**src/rtl/shift_pipe.sv**
```systemverilog
// Two-stage pipelined 32-bit shifter (SLL/SRL/SRA/pass) with valid/ready handshake.
// Stage 1 applies the 16/8-bit shift levels, stage 2 applies the 4/2/1-bit levels.
module shift_pipe #(
    parameter int TAG_W = 5
) (
    input  logic             clock,
    input  logic             reset,
    input  logic             in_valid,
    output logic             in_ready,
    input  logic [31:0]      in_data,
    input  logic [4:0]       in_amt,
    input  logic [1:0]       in_op,
    input  logic [TAG_W-1:0] in_tag,
    output logic             out_valid,
    input  logic             out_ready,
    output logic [31:0]      out_data,
    output logic [TAG_W-1:0] out_tag
);

    localparam logic [1:0] OP_SLL = 2'b00;
    localparam logic [1:0] OP_SRL = 2'b01;
    localparam logic [1:0] OP_SRA = 2'b10;

    logic             s1_valid_q, s1_valid_d;
    logic [31:0]      s1_data_q,  s1_data_d;
    logic [2:0]       s1_amt_q,   s1_amt_d;
    logic [1:0]       s1_op_q,    s1_op_d;
    logic             s1_sign_q,  s1_sign_d;
    logic [TAG_W-1:0] s1_tag_q,   s1_tag_d;

    logic             s2_valid_q, s2_valid_d;
    logic [31:0]      s2_data_q,  s2_data_d;
    logic [TAG_W-1:0] s2_tag_q,   s2_tag_d;

    logic             s1_adv;
    logic             s2_adv;
    logic [4:0]       amt_hi;
    logic [31:0]      sh1;
    logic [31:0]      sh2;
    logic [63:0]      sra_wide;

    always_comb begin
        s2_adv = !s2_valid_q || out_ready;
        s1_adv = !s1_valid_q || s2_adv;

        amt_hi = {in_amt[4:3], 3'b000};
        case (in_op)
            OP_SLL:  sh1 = in_data << amt_hi;
            OP_SRL:  sh1 = in_data >> amt_hi;
            OP_SRA:  sh1 = $unsigned($signed(in_data) >>> amt_hi);
            default: sh1 = in_data;
        endcase

        // SRA fill comes from the original operand sign, not the partially shifted value.
        sra_wide = {{32{s1_sign_q}}, s1_data_q} >> s1_amt_q;
        case (s1_op_q)
            OP_SLL:  sh2 = s1_data_q << s1_amt_q;
            OP_SRL:  sh2 = s1_data_q >> s1_amt_q;
            OP_SRA:  sh2 = sra_wide[31:0];
            default: sh2 = s1_data_q;
        endcase

        s1_valid_d = s1_valid_q;
        s1_data_d  = s1_data_q;
        s1_amt_d   = s1_amt_q;
        s1_op_d    = s1_op_q;
        s1_sign_d  = s1_sign_q;
        s1_tag_d   = s1_tag_q;
        s2_valid_d = s2_valid_q;
        s2_data_d  = s2_data_q;
        s2_tag_d   = s2_tag_q;

        if (s2_adv) begin
            s2_valid_d = s1_valid_q;
            if (s1_valid_q) begin
                s2_data_d = sh2;
                s2_tag_d  = s1_tag_q;
            end
        end

        if (s1_adv) begin
            s1_valid_d = in_valid;
            if (in_valid) begin
                s1_data_d = sh1;
                s1_amt_d  = in_amt[2:0];
                s1_op_d   = in_op;
                s1_sign_d = in_data[31];
                s1_tag_d  = in_tag;
            end
        end
    end

    always_ff @(posedge clock) begin
        if (!reset) begin
            s1_valid_q <= 1'b0;
            s1_data_q  <= '0;
            s1_amt_q   <= '0;
            s1_op_q    <= '0;
            s1_sign_q  <= 1'b0;
            s1_tag_q   <= '0;
            s2_valid_q <= 1'b0;
            s2_data_q  <= '0;
            s2_tag_q   <= '0;
        end else begin
            s1_valid_q <= s1_valid_d;
            s1_data_q  <= s1_data_d;
            s1_amt_q   <= s1_amt_d;
            s1_op_q    <= s1_op_d;
            s1_sign_q  <= s1_sign_d;
            s1_tag_q   <= s1_tag_d;
            s2_valid_q <= s2_valid_d;
            s2_data_q  <= s2_data_d;
            s2_tag_q   <= s2_tag_d;
        end
    end

    assign in_ready  = s1_adv && reset;
    assign out_valid = s2_valid_q;
    assign out_data  = s2_data_q;
    assign out_tag   = s2_tag_q;

endmodule

```
**config.mk**
```make
export PLATFORM = sky130hd
export DESIGN_NAME = shift_pipe
export DESIGN_NICKNAME = d
export VERILOG_FILES = /design/src/rtl/shift_pipe.sv
export SDC_FILE = /design/constraint.sdc
export NUM_CORES = 1
export LEC_CHECK = 0
export BUFFER_PORTS_ARGS = -buffer_cell sky130_fd_sc_hd__buf_2
export CORE_MARGIN = 3
export CORE_UTILIZATION = 39
export DETAILED_ROUTE_END_ITERATION = 7
export GPL_TIMING_DRIVEN = 0
export PLACE_DENSITY = 0.63
export SYNTH_ARGS = -nofsm -noshare
export SYNTH_HDL_FRONTEND = slang
export SYNTH_SLANG_ARGS = --single-unit
```
**constraint.sdc**
```tcl
create_clock -name clock -period 1.65 [get_ports clock]
set_input_delay 0.33 -clock clock [delete_from_list [all_inputs] [get_ports clock]]
set_output_delay 0.33 -clock clock [all_outputs]
set_load 0.02 [all_outputs]
```
Word level (Yosys, flattened, before mapping) --
Index checks and enable logic that the tools add are counted. Widths: inputs -> output; s select.
Cells by class: mux-type cells 2, equality and inequality tests 4, shift operators 6, reduce and logical (&&, ||, !) cells 9
Operator list (number):
- $pmux 32 s3 | 2
- $shr 64x3->32 | 1
- $shl 32x3->32 | 1
- $shl 32x5->32 | 1
- $shr 32x3->32 | 1
- $shr 32x5->32 | 1
- $sshr 32x5->32 | 1
- $eq 2x1->1 const B | 2
- $eq 2x2->1 const B | 2
- $logic_not 2->1 | 2
- $reduce_and 2->1 | 2
- $logic_not 1->1 | 2
- $logic_or 1x1->1 | 2
- $logic_and 1x1->1 | 1
Storage, ports and cells: register bits 82, logic and storage cells 30

Depth between registers and ports, before layout --
depth after elaboration 4, gate-level depth with buffers 9, mapped depth without buffers 7

Worst setup path before layout --
OpenSTA, ideal clock, no wires.
path type register to register, start point register s1_amt_q[2], end point register s2_data_q[31], in the netlist out_data[31], clock period less this slack 1.692 ns, library setup time 0.128 ns, setup slack -0.042 ns, path buffers 2, stages on the path, launching flop included 8, arrival 1.565 ns, path through dfxtp_1 -> buf_2 -> or2_2 -> clkbuf_1 -> nor2_1 -> mux2_2 -> a221oi_1 -> a21oi_1
On the way: longest elaborated chain between the ends 2, elaborated cells on any way between the ends 4, those cells by class shift (3); mux (1)
Ends and longest elaborated chain:
- start, declared | line 26 | logic [2:0] s1_amt_q, s1_amt_d;
- start signal, assigned | line 107 | s1_amt_q <= s1_amt_d;
- $shr 64x3->32, or another cell as far along | line 55 | sra_wide = {{32{s1_sign_q}}, s1_data_q} >> s1_amt_q;
- $pmux 32 s3 * | line 56 | case (s1_op_q)
- end signal, assigned | line 112 | s2_data_q <= s2_data_d;
- end, declared | line 32 | logic [31:0] s2_data_q, s2_data_d;
Mark *: on every way between the ends. The rest lies on a longest branch, timed or not. A chain may end at the register's enable or synchronous reset.

Final worst setup path --
start point register s1_amt_q[1], end point register s2_data_q[17], in the netlist out_data[17]
Same word-level chain as after synthesis.

==> metrics.yaml <==
violations: "negative setup slack"
synthesis.nets: 1096
powerDensity_nw_per_um2: 717
dr.pass1.iters: 6
fin_crit_sh_pct: 114
path_class: "reg2reg"
arrival_ns: 2.12
synthDistinctLibCells: 78
setup_tns_ns: -2.19
yosysSeqAreaShare_pct: 21.4
num-fill-cells: 1881
core_area_um2: 19000
synth-compound-area-share_pct: 35.9
die-area_um2: 21400
drive_gt1_share_pct: 30.7
synth_ff_type: "dfxtp_1"
ios: 87
ir_worst_vdd_uv: 403
cp-start-kind: "flop"
die_w_um: 146
ys_seq_elements: 82
setup_viol: 25
rsz0062_at_grt: "yes"
cts_hold_buf: 0
synth_fa_ha_area_share_pct: 0.490
die_h_um: 146
r2r_start: "s1_amt_q[1]"
timing.final.ws_setup_ns: -0.224
grt_pass1_wl_mm: 57.9
insertion_delay_ns: 0.37
status: "complete, but fails checks"
synth-edff-count: 0
syn_area_um2: 7660
clockRootBuffer: "clkbuf_16"
min_path_type: "in2reg"
cts_buffers: 9
netlist_top_cells_area: "dfxtp_1 (21%), mux2i_1 (9.0%), nand2_1 (6.7%), a21oi_1 (6.1%), o21ai_0 (5.0%)"
yosys.area_share.simple_pct: 20.5
fin_skew_ns: 0.0107
dpl.hpwl_mm: 27.7
finalCriticalPeriod_ns: 1.87
syn_inst: 1045
hold_path.startpoint: "in_amt[1]"
grt_use_total_pct: 34.8
instances_no_fill: 1421
start_util_pct: 40.3
worst_pin_slew_ns: 0.687
portBuffers: 83
gr-total-overflow: 0
n_antenna_cell: 0
cts_num_sinks: 82
ys_warn_count: 0
final_cell_area_um2: 9910
routed_wl_mm: 39.0
htree_levels: 3
synth.area.mux_share_pct: 14.0
synth_top_family_by_area: "compound AO/OA/AOI/OAI gates"
leakage_nw: 3.66
required_ns: 1.90
maxCapViolCount: 0
dp_cells: 1388
vias_per_cell: 6.85
grt_pass1_vias: 9421
cts.clk_slew.worst_paths_ns: 0.08
synth_top_area_share_pct: 21.4
hold_violations: 0
ys_async_sr_fraction_pct: 0
max_slew_margin_pct: 53.7
max-clock-path-buffers: 2
synthToLayoutAreaGrowth_pct: 29.4
antenna_found_initial: 0
cp_max_fo: 6
crit_path_end_kind: "flop"
drc_errors: 0
synth.largest_area_cell: "dfxtp_1"
synthXorXnorAreaFrac_pct: 0
syn_avg_cell_area_um2: 7.33
vias: 9740
grt_max_degree: 19
place.gp.congestion: 1.07
nets: 1207
p_total_w: 0.00710
dpl_cell_area_um2: 8410
drv_slew: 0
startpoint: "s1_amt_q[1]"
detail-route-antenna-nets: 0
holdWs_ns: 0.187
max_freq_mhz: 534
wire_per_inst_um: 27.4
cts_tree: "built"
rows: 50
drt_iter0_drc: 1390
-- cells in the mapped netlist, types with 25 or more instances --
| cell type | n |
|---|---|
| a21oi_1 | 93 |
| o21ai_0 | 76 |
| nand3b_1 | 26 |
| dfxtp_1 | 82 |
| a31oi_1 | 33 |
| nand2_1 | 137 |
| buf_2 | 32 |
| mux2i_1 | 69 |
| nor2_1 | 64 |
| o211ai_1 | 41 |
| nand3_1 | 25 |
| clkbuf_1 | 42 |
-- per-stage QoR --
stage | util [%] | worst slack (ns)
global route | 52.1 | -0.248
finish | 52.1 | -0.224
floorplan | - | 0.00240
detailed placement | 44.2 | -0.796
CTS | 49.8 | -0.140
global placement | 44.2 | -0.820
-- path summary, 6_finish.rpt --
kind                            cells past startpoint  slack, ns            to
worst max-delay path                                8      -0.22  out_data[17]
worst max register to register                      8      -0.22  out_data[17]
worst min-delay path                                3       0.19   s1_amt_q[1]
worst min register to register                      2       0.46   s1_tag_q[2]
-- layout make-up --
class | count | area, µm² | share of cell area [%]
multi-input cells | 844 | 6170 | 62.3
clock buffers | 9 | 225 | 2.27
flip-flops and latches | 82 | 1650 | 16.6
plain buffers | 97 | 743 | 7.50
inverters | 17 | 66.3 | 0.669
clock inverters | 7 | 81.3 | 0.820
repair buffers | 105 | 648 | 6.54
well taps | 260 | 325 | 3.28
-- report_power, final --
group	internal, W	switching [W]
Clock	0.00108	0.00105
Combinational	0.00102	0.00159
Sequential	0.00211	0.000253
Total	0.00421	0.00289
-- layout by cell type, fill, tap and decap left out, types with 31 or more instances in the layout --
cell and n:
nand2_1 128, o21ai_0 65, a31oi_1 31, o211ai_1 41
buf_4 31, mux2i_1 37, dfxtp_1 77, nor2_1 56
buf_2 102, a21oi_1 84
-- kinds of logic after synthesis --
group,count (synthesis)
flops,82
simple gates,333
compound gates,409
mux,99
fa+ha+maj,3
buf+inv,119
-- worst max-delay path, stage by stage (launching register included) --
cell,delay [ns]
dfxtp_4,0.38
buf_12,0.14
buf_8,0.14
buf_12,0.16
mux2i_4,0.28
o22ai_2,0.14
a311o_1,0.32
o2111ai_1,0.11
a21oi_1,0.05
-- flip-flops by register name, summed over array words and instances (netlist names), 2 cells and up --
register and flops:
out_data 32, s1_data_q 32, s1_op_q 2, s1_amt_q 3
out_tag 5, s1_tag_q 5
-- per-layer routing --
layer | track usage (%) | part of all wire [%]
met2 | 54.7 | 44
met1 | 44.3 | 38
met4 | 19.0 | 7.0
met5 | 0 | 0
met3 | 7.76 | 12
-- what timing repair did --
item	in CTS	in global routing
setup endpoints to repair	81	73
gates resized for setup	171	125
buffers inserted	14	6
pin swaps	11	24
cloned	1	1
(Power assumes the default switching activity.)
